--- config.mk ---
export PLATFORM = sky130hd
export DESIGN_NAME = pipe_skid_reg
export DESIGN_NICKNAME = d
export VERILOG_FILES = /design/src/rtl/pipe_skid_reg.sv
export SDC_FILE = /design/constraint.sdc
export NUM_CORES = 1
export LEC_CHECK = 0
export ABC_CLOCK_PERIOD_IN_PS = 2500
export BUFFER_PORTS_ARGS = -buffer_cell sky130_fd_sc_hd__buf_2
export CELL_PAD_IN_SITES_DETAIL_PLACEMENT = 1
export CELL_PAD_IN_SITES_GLOBAL_PLACEMENT = 2
export CORE_ASPECT_RATIO = 0.75
export CORE_UTILIZATION = 34
export CTS_CLUSTER_DIAMETER = 40
export DETAILED_ROUTE_END_ITERATION = 6
export PLACE_DENSITY_LB_ADDON = 0.1
export RECOVER_POWER = 50
export SLEW_MARGIN = 0
export SYNTH_ARGS = -nofsm -noshare
export SYNTH_HDL_FRONTEND = slang
export SYNTH_SLANG_ARGS = --single-unit
export TNS_END_PERCENT = 30
--- constraint.sdc ---
create_clock -name clk -period 2.5 [get_ports clk]
set_clock_uncertainty 0.15 [all_clocks]
set_input_delay 0 -clock clk [delete_from_list [all_inputs] [get_ports clk]]
set_output_delay 0 -clock clk [all_outputs]
set_load 0.01 [all_outputs]
--- src/rtl/pipe_skid_reg.sv ---
// Two-entry pipeline register with skid buffer, flush, and saturating
// stall/flush performance counters. in_ready depends only on state.
module pipe_skid_reg #(
  parameter int unsigned DATA_W = 128,
  parameter int unsigned CNT_W  = 16
) (
  input  logic              clk,
  input  logic              rst,
  input  logic              flush,
  input  logic              in_valid,
  output logic              in_ready,
  input  logic [DATA_W-1:0] in_data,
  output logic              out_valid,
  input  logic              out_ready,
  output logic [DATA_W-1:0] out_data,
  output logic [1:0]        occupancy,
  output logic [CNT_W-1:0]  stall_cnt,
  output logic [CNT_W-1:0]  flush_cnt
);

  typedef enum logic [1:0] {
    EMPTY = 2'd0,
    ONE   = 2'd1,
    FULL  = 2'd2
  } state_t;

  localparam logic [CNT_W-1:0] CNT_MAX = {CNT_W{1'b1}};

  state_t            state;
  state_t            state_n;
  logic [DATA_W-1:0] main_q;
  logic [DATA_W-1:0] skid_q;

  logic accept;
  logic take;
  logic load_main;
  logic main_from_skid;
  logic load_skid;
  logic stall_inc;
  logic flush_inc;

  // Status outputs are pure decodes of the state register.
  assign in_ready  = (state != FULL);
  assign out_valid = (state != EMPTY);
  assign occupancy = 2'(state);
  assign out_data  = main_q;

  assign accept    = in_valid & in_ready;
  assign take      = out_valid & out_ready;
  assign stall_inc = out_valid & ~out_ready;
  assign flush_inc = flush & (state != EMPTY);

  // State register.
  always_ff @(posedge clk or negedge rst) begin
    if (!rst) begin
      state <= EMPTY;
    end else begin
      state <= state_n;
    end
  end

  // Next-state and payload-steering decode; flush overrides every event.
  always_comb begin
    state_n        = state;
    load_main      = 1'b0;
    main_from_skid = 1'b0;
    load_skid      = 1'b0;
    if (flush) begin
      state_n = EMPTY;
    end else begin
      unique case (state)
        EMPTY: begin
          if (accept) begin
            state_n   = ONE;
            load_main = 1'b1;
          end
        end
        ONE: begin
          if (accept && take) begin
            load_main = 1'b1;
          end else if (accept) begin
            state_n   = FULL;
            load_skid = 1'b1;
          end else if (take) begin
            state_n = EMPTY;
          end
        end
        FULL: begin
          if (take) begin
            state_n        = ONE;
            main_from_skid = 1'b1;
          end
        end
        default: state_n = EMPTY;
      endcase
    end
  end

  // Payload registers; cleared on flush so an empty stage reads zero.
  always_ff @(posedge clk or negedge rst) begin
    if (!rst) begin
      main_q <= '0;
      skid_q <= '0;
    end else if (flush) begin
      main_q <= '0;
      skid_q <= '0;
    end else begin
      if (load_main) begin
        main_q <= in_data;
      end else if (main_from_skid) begin
        main_q <= skid_q;
      end
      if (load_skid) begin
        skid_q <= in_data;
      end
    end
  end

  // Saturating counters, evaluated on the pre-flush state.
  always_ff @(posedge clk or negedge rst) begin
    if (!rst) begin
      stall_cnt <= '0;
      flush_cnt <= '0;
    end else begin
      if (stall_inc && (stall_cnt != CNT_MAX)) begin
        stall_cnt <= stall_cnt + CNT_W'(1);
      end
      if (flush_inc && (flush_cnt != CNT_MAX)) begin
        flush_cnt <= flush_cnt + CNT_W'(1);
      end
    end
  end

endmodule

==> results of run 1 <==
cell usage after synthesis, drive strengths merged (3+ instances only):
cell type  count  area share
xor2          21       0.015
nand3         10      0.0042
o21ai        130       0.054
a2bb2oi      128       0.093
nand4          9      0.0062
a31oi          3      0.0021
nor2           8      0.0027
nor3b          3      0.0031
nor3           5      0.0037
inv            3     0.00094
clkbuf        33       0.010
dfrtp        290        0.60
buf           54       0.023
nand2        143       0.045
a21oi         11      0.0046
mux2           6      0.0062
and4           4      0.0030
nor4          12       0.011
a22o         128       0.093
cells by family (layout without fill, tap and decap cells):
group	count (synthesis)	after routing	share of synthesized area
buf+inv	90	532	0.0347
mux	7	7	0.00707
fa+ha+maj	2	2	0.00208
other cells	0	2	0
xor+xnor	22	22	0.0160
flops	290	290	0.603
simple gates	206	206	0.0864
compound gates	406	406	0.251
registers in the layout, summed over array words and instances (netlist names):
name,cells
flush_cnt,16
occupancy,2
out_data,128
stall_cnt,16
skid_q,128
routing by layer:
| metal | part of all wire | routed length [um] |
|---|---|---|
| met1 | 0.45 | 18300 |
| met2 | 0.47 | 19000 |
| met3 | 0.056 | 2260 |
| met4 | 0.020 | 789 |
| met5 | 0 | 0 |
per-stage QoR:
step | utilization | hold slack, ps
floorplan | - | -446
global placement | 0.407 | -83.4
detailed placement | 0.407 | -78.7
CTS | 0.485 | 51.1
global route | 0.478 | 75.9
finish | 0.478 | 82.3
how the worst max path moves through the flow:
stage,from,endpoint,cells after the start
after floorplan,stall_cnt[0],stall_cnt[14],6
after global placement,occupancy[1],out_data[4],5
after detailed placement,occupancy[1],out_data[110],5
after CTS,occupancy[1],out_data[110],5
after global routing,rst,stall_cnt[2],4
final,occupancy[0],skid_q[113],5
area by class of cell:
type / instances / area [um2]
Clock buffer: 45 / 1060
Multi-Input combinational cell: 643 / 4410
Antenna cell: 2 / 5.00
Fill cell: 3853 / 18200
Inverter: 3 / 11.3
Sequential cell: 290 / 7260
Tap cell: 457 / 572
Clock inverter: 26 / 313
Timing Repair Buffer: 458 / 2980
where the power goes:
part	leakage [nW]	internal (mW)	switching, mW
clock	0.663	3.62	2.29
sequential	3.85	5.06	0.314
combinational	3.15	0.814	1.01
repair_timing:
action / in CTS / in global routing
setup buffers: 0 / 0
endpoints found under the hold margin: 550 / 0
hold buffers: 133 / 0
worst max-delay path, stage by stage (launching register included):
cell,delay [ps]
dfrtp_1,470
nor2b_1,470
nand2_1,170
nor2_4,180
buf_12,320
a22o_1,210
==> summary.txt, run 1 <==
Yosys
  – EDFF count, synth: 0
  – Synth Flop Type: dfrtp_1
  – FFs w/ async S/R, synth: 1.00
  – Seq/Total Area, Yosys: 0.603
  – Syn avg cell area: 11.8 um2
  – Mapped Cells: 1023
  – Synthesized cell area: 12000 um2
  – Syn nets: 1158
  – Yosys warns: 0
  – Synthesized flop and latch total: 290
  – Synth unique cells: 50

Floorplanning
  – Top-level I/O count: 297
  – Area of the core: 34800 um2
  – DIE WIDTH: 219 um
  – Initial Utilization: 0.346
  – Rows: 59
  – Die Area: 36200 um2
  – Die extent in y: 165 um

Worst hold path
  – Worst Hold Depth: 3
  – Hold EP: skid_q[33]
  – Hold Path Origin: in_data[33]
  – Min-Delay Path Class: input port to flip-flop

Worst setup path
  – CP Max Fanout: 81
  – R2R Setup Slk: 320 ps
  – Worst Setup End Kind: flip-flop
  – RR Startpoint: occupancy[0]
  – CP arrival: 2490 ps
  – Cell depth of the worst flop-to-flop path: 5
  – Critical path required time: 2810 ps
  – Kind of critical path: flip-flop to flip-flop
  – Reg-to-reg endpoint: skid_q[113]
  – Startpoint types: flip-flop

Global route
  – GR peak layer: met2
  – Initial antenna violation count: 2
  – First-pass GRT wire length: 64500 um
  – M1 GR Usage: 0.307
  – Largest net degree at the start of global routing: 85
  – Vias in the first global route: 11200
  – M3 GR Usage: 0.0514
  – Grt met2 use: 0.362
  – Overflow after GRT: 0
  – Total GRT Usage: 0.227

Final layout
  – Layout Cells excl Fill: 1924
  – Final instance area: 16600 um2
  – Fin nets: 1572
  – Share of cells above drive strength 1: 0.180
  – Most frequent cells in the layout: dfrtp_1 (290), clkbuf_1 (164), nand2_1 (140), dlygate4sd3_1 (133), buf_2 (133)
  – Most common cell after layout, fill and taps aside: dfrtp_1
  – Area growth, synth to finish: 38.0%

Clock tree
  – Worst skew pair latency: 530 ps
  – H-tree depth reported by CTS: 2
  – Max clock buf depth: 3
  – Sink Count: 290
  – Clock slew at reported path FFs: 60 ps
  – CTS Buf Count: 41
  – Clock root cell: clkbuf_16
  – CTS tree: yes
  – Post-CTS sizing: 0

Route
  – DRT Wirelength: 40300 um
  – Post-route ant nets: 0
  – Routed wire per std cell: 21.0 um
  – Drt drc: 0
  – Iteration-0 DRC Markers: 468
  – Via count: 10200
  – Via density: 5.28
  – Total iterations of the first detailed-routing run: 4

STA
  – Setup TNS: 0 ps
  – Worst Max-Slew Pin Slew: 1270 ps
  – Fin. max-slew vios: 0
  – Fin crit share: 0.871
  – Final Hold Viols: 0
  – Slew HR: 0.150
  – # setup viols final: 0
  – Crit path time final: 2180 ps
  – Maximum clock rate: 0.459 GHz
  – RSZ-0062 raised after global routing: no
  – Final worst slack: 324 ps

Power and ir drop
  – Lkg Pwr: 7.67 nW
  – Total power: 13.1 mW
  – PD cells: 789 nW/um2
  – Peak VDD IR: 0.466 mV

Place
  – Dpl ws: 395 ps
  – Placed Instances: 1718
  – Port Buffers: 296
  – Detailed placement HPWL: 24100 um
  – Placed inst area: 14100 um2
  – Gp weighted congestion: 0.757

Outcome
  – Status: complete, no violations

Flow run
  – Max_cap viols: 0
(Power assumes the default switching activity.)
==> inputs of run 2 (changes only) <==
Settings changed: PLACE_DENSITY set to 0.78, PLACE_DENSITY_LB_ADDON 0.1 to not set.
==> run 2 against run 1 <==
Critical path depth up 1. Critical path type unchanged. Highest routed layer unchanged. Register-to-register slack worse by 20 ps. Setup slack worse by 25 ps. Worst hold slack better by 1.4 ps.
==> summary.txt, run 2 (same netlist as run 1, synthesis figures left out) <==
Route
  – Via density: 5.30 (was 5.28)
  – Drt drc: 0 (unchanged)
  – Routed wire per std cell: 20.6 um (was 21.0 um)
  – Via count: 10200 (about the same)
  – Total iterations of the first detailed-routing run: 5 (was 4)
  – DRT Wirelength: 39600 um (was 40300 um)
  – Post-route ant nets: 0 (unchanged)
  – Iteration-0 DRC Markers: 733 (was 468)

Worst setup path
  – Worst Setup End Kind: flip-flop (unchanged)
  – Kind of critical path: flip-flop to flip-flop (unchanged)
  – Critical Path Source: occupancy[1] (was occupancy[0])
  – CP Max Fanout: 34 (was 81)
  – CP arrival: 2490 ps (about the same)
  – Critical path required time: 2790 ps (was 2810 ps)
  – Startpoint types: flip-flop (unchanged)
  – RR Startpoint: occupancy[1] (was occupancy[0])

STA
  – Fin crit share: 0.880 (was 0.871)
  – Fin. max-slew vios: 0 (unchanged)
  – # setup viols final: 0 (unchanged)
  – RSZ-0062 raised after global routing: no (unchanged)
  – Setup TNS: 0 ps (unchanged)
  – Crit path time final: 2200 ps (was 2180 ps)
  – Maximum clock rate: 0.454 GHz (was 0.459 GHz)
  – Worst Max-Slew Pin Slew: 1030 ps (was 1270 ps)
  – Final Hold Viols: 0 (unchanged)
  – Slew HR: 0.316 (was 0.150)
  – Final worst slack: 299 ps (was 324 ps)

Floorplanning
  – Area of the core: 34800 um2 (unchanged)
  – Die Area: 36200 um2 (unchanged)
  – Rows: 59 (unchanged)
  – Top-level I/O count: 297 (unchanged)
  – DIE WIDTH: 219 um (unchanged)
  – Die extent in y: 165 um (unchanged)
  – Initial Utilization: 0.346 (unchanged)

Place
  – Dpl ws: 339 ps (was 395 ps)
  – Placed Instances: 1719 (was 1718)
  – Gp weighted congestion: 0.778 (was 0.757)
  – Detailed placement HPWL: 23900 um (was 24100 um)
  – Placed inst area: 14200 um2 (was 14100 um2)
  – Port Buffers: 296 (unchanged)

Clock tree
  – CTS tree: yes (unchanged)
  – Setup Fix Bufs, Post-CTS: 0 (unchanged)
  – Clock root cell: clkbuf_16 (unchanged)
  – H-tree depth reported by CTS: 2 (unchanged)
  – CTS Buf Count: 39 (was 41)
  – Max clock buf depth: 3 (unchanged)
  – Sink Count: 290 (unchanged)
  – Worst skew pair latency: 530 ps (about the same)
  – Clock slew at reported path FFs: 50 ps (was 60 ps)

Final layout
  – Layout Cells excl Fill: 1923 (was 1924)
  – Area growth, synth to finish: 38.2% (was 38.0%)
  – Share of cells above drive strength 1: 0.177 (was 0.180)
  – Layout fillers: 3827 (was 3853)
  – Most common cell after layout, fill and taps aside: dfrtp_1 (unchanged)
  – Final instance area: 16600 um2 (about the same)
  – Fin nets: 1571 (was 1572)
  – Most frequent cells in the layout: dfrtp_1 (290), clkbuf_1 (168), nand2_1 (140), dlygate4sd3_1 (133), buf_2 (133) (was dfrtp_1 (290), clkbuf_1 (164), nand2_1 (140), dlygate4sd3_1 (133), buf_2 (133))

Outcome
  – Status: complete, no violations (unchanged)

Global route
  – First-pass GRT wire length: 62100 um (was 64500 um)
  – Vias in the first global route: 10800 (was 11200)
  – Total GRT Usage: 0.217 (was 0.227)
  – Initial antenna violation count: 2 (unchanged)
  – Overflow after GRT: 0 (unchanged)
  – Largest net degree at the start of global routing: 79 (was 85)

Flow run
  – Max_cap viols: 0 (unchanged)

Power and ir drop
  – Peak VDD IR: 0.675 mV (was 0.466 mV)
  – PD cells: 790 nW/um2 (was 789 nW/um2)
  – Lkg Pwr: 7.70 nW (was 7.67 nW)

Worst hold path
  – Min-Delay Path Class: input port to flip-flop (unchanged)
  – Hold Path Origin: in_data[90] (was in_data[33])
-- run 2: final timing paths --
check | end | slack [ps] | cells past startpoint
setup / recovery | out_data[98] | 300 | 6
hold / removal | skid_q[90] | 80 | 3
setup reg to reg | out_data[98] | 300 | 6
hold reg to reg | flush_cnt[12] | 350 | 1
max in group asynchronous | skid_q[44] | 430 | 4
min in group asynchronous | skid_q[67] | 590 | 3
-- run 2: power breakdown --
| group | internal [mW] | switching, mW | total [mW] | leakage [nW] |
|---|---|---|---|---|
| Sequential | 5.06 | 0.326 | 5.39 | 3.85 |
| Combinational | 0.818 | 1.02 | 1.84 | 3.17 |
| Clock | 3.75 | 2.16 | 5.92 | 0.672 |
| Total | 9.63 | 3.51 | 13.1 | 7.70 |
-- run 2: layer usage --
layer  part of all wire  vias up  track usage
met2               0.46      246        0.338
li1                   -     4636            -
met1               0.46     5265        0.304
met3              0.062       44       0.0551
met5                  0        -            0
met4              0.013        0       0.0502
-- run 2: final cells by class --
class                      instances  area, um2  share of cell area
sequential                       290       7260               0.436
clock inverter                    20        314              0.0189
antenna                            2       5.00            0.000301
inverter                           3       11.3            0.000677
multi-input combinational        643       4410               0.265
tap                              457        572              0.0344
clock buffer                      49       1060              0.0639
timing repair buffer             459       3000               0.180
-- run 2: repair_timing --
| item | 4_1_cts | 5_1_grt |
|---|---|---|
| resized for setup | 0 | 0 |
| endpoints found under the setup margin | 0 | 0 |
| hold buffers | 133 | 0 |
| endpoints found under the hold margin | 551 | 0 |
-- run 2: stage by stage --
step / hold WS [ps] / power [mW] / utilization
finish: 83.7 / 13.1 / 0.479
detailed placement: -139 / 7.22 / 0.407
floorplan: -446 / 6.28 / -
global placement: -137 / 7.17 / 0.407
global route: 89.1 / 13.7 / 0.479
CTS: 54.5 / 13.4 / 0.485
-- run 2: critical path: stages (launching register included) --
cell and delay [ps]:
dfrtp_1 470, nor2b_2 370, nor3b_4 300, buf_12 260, buf_4 280, nand2_1 110
a2bb2oi_1 170
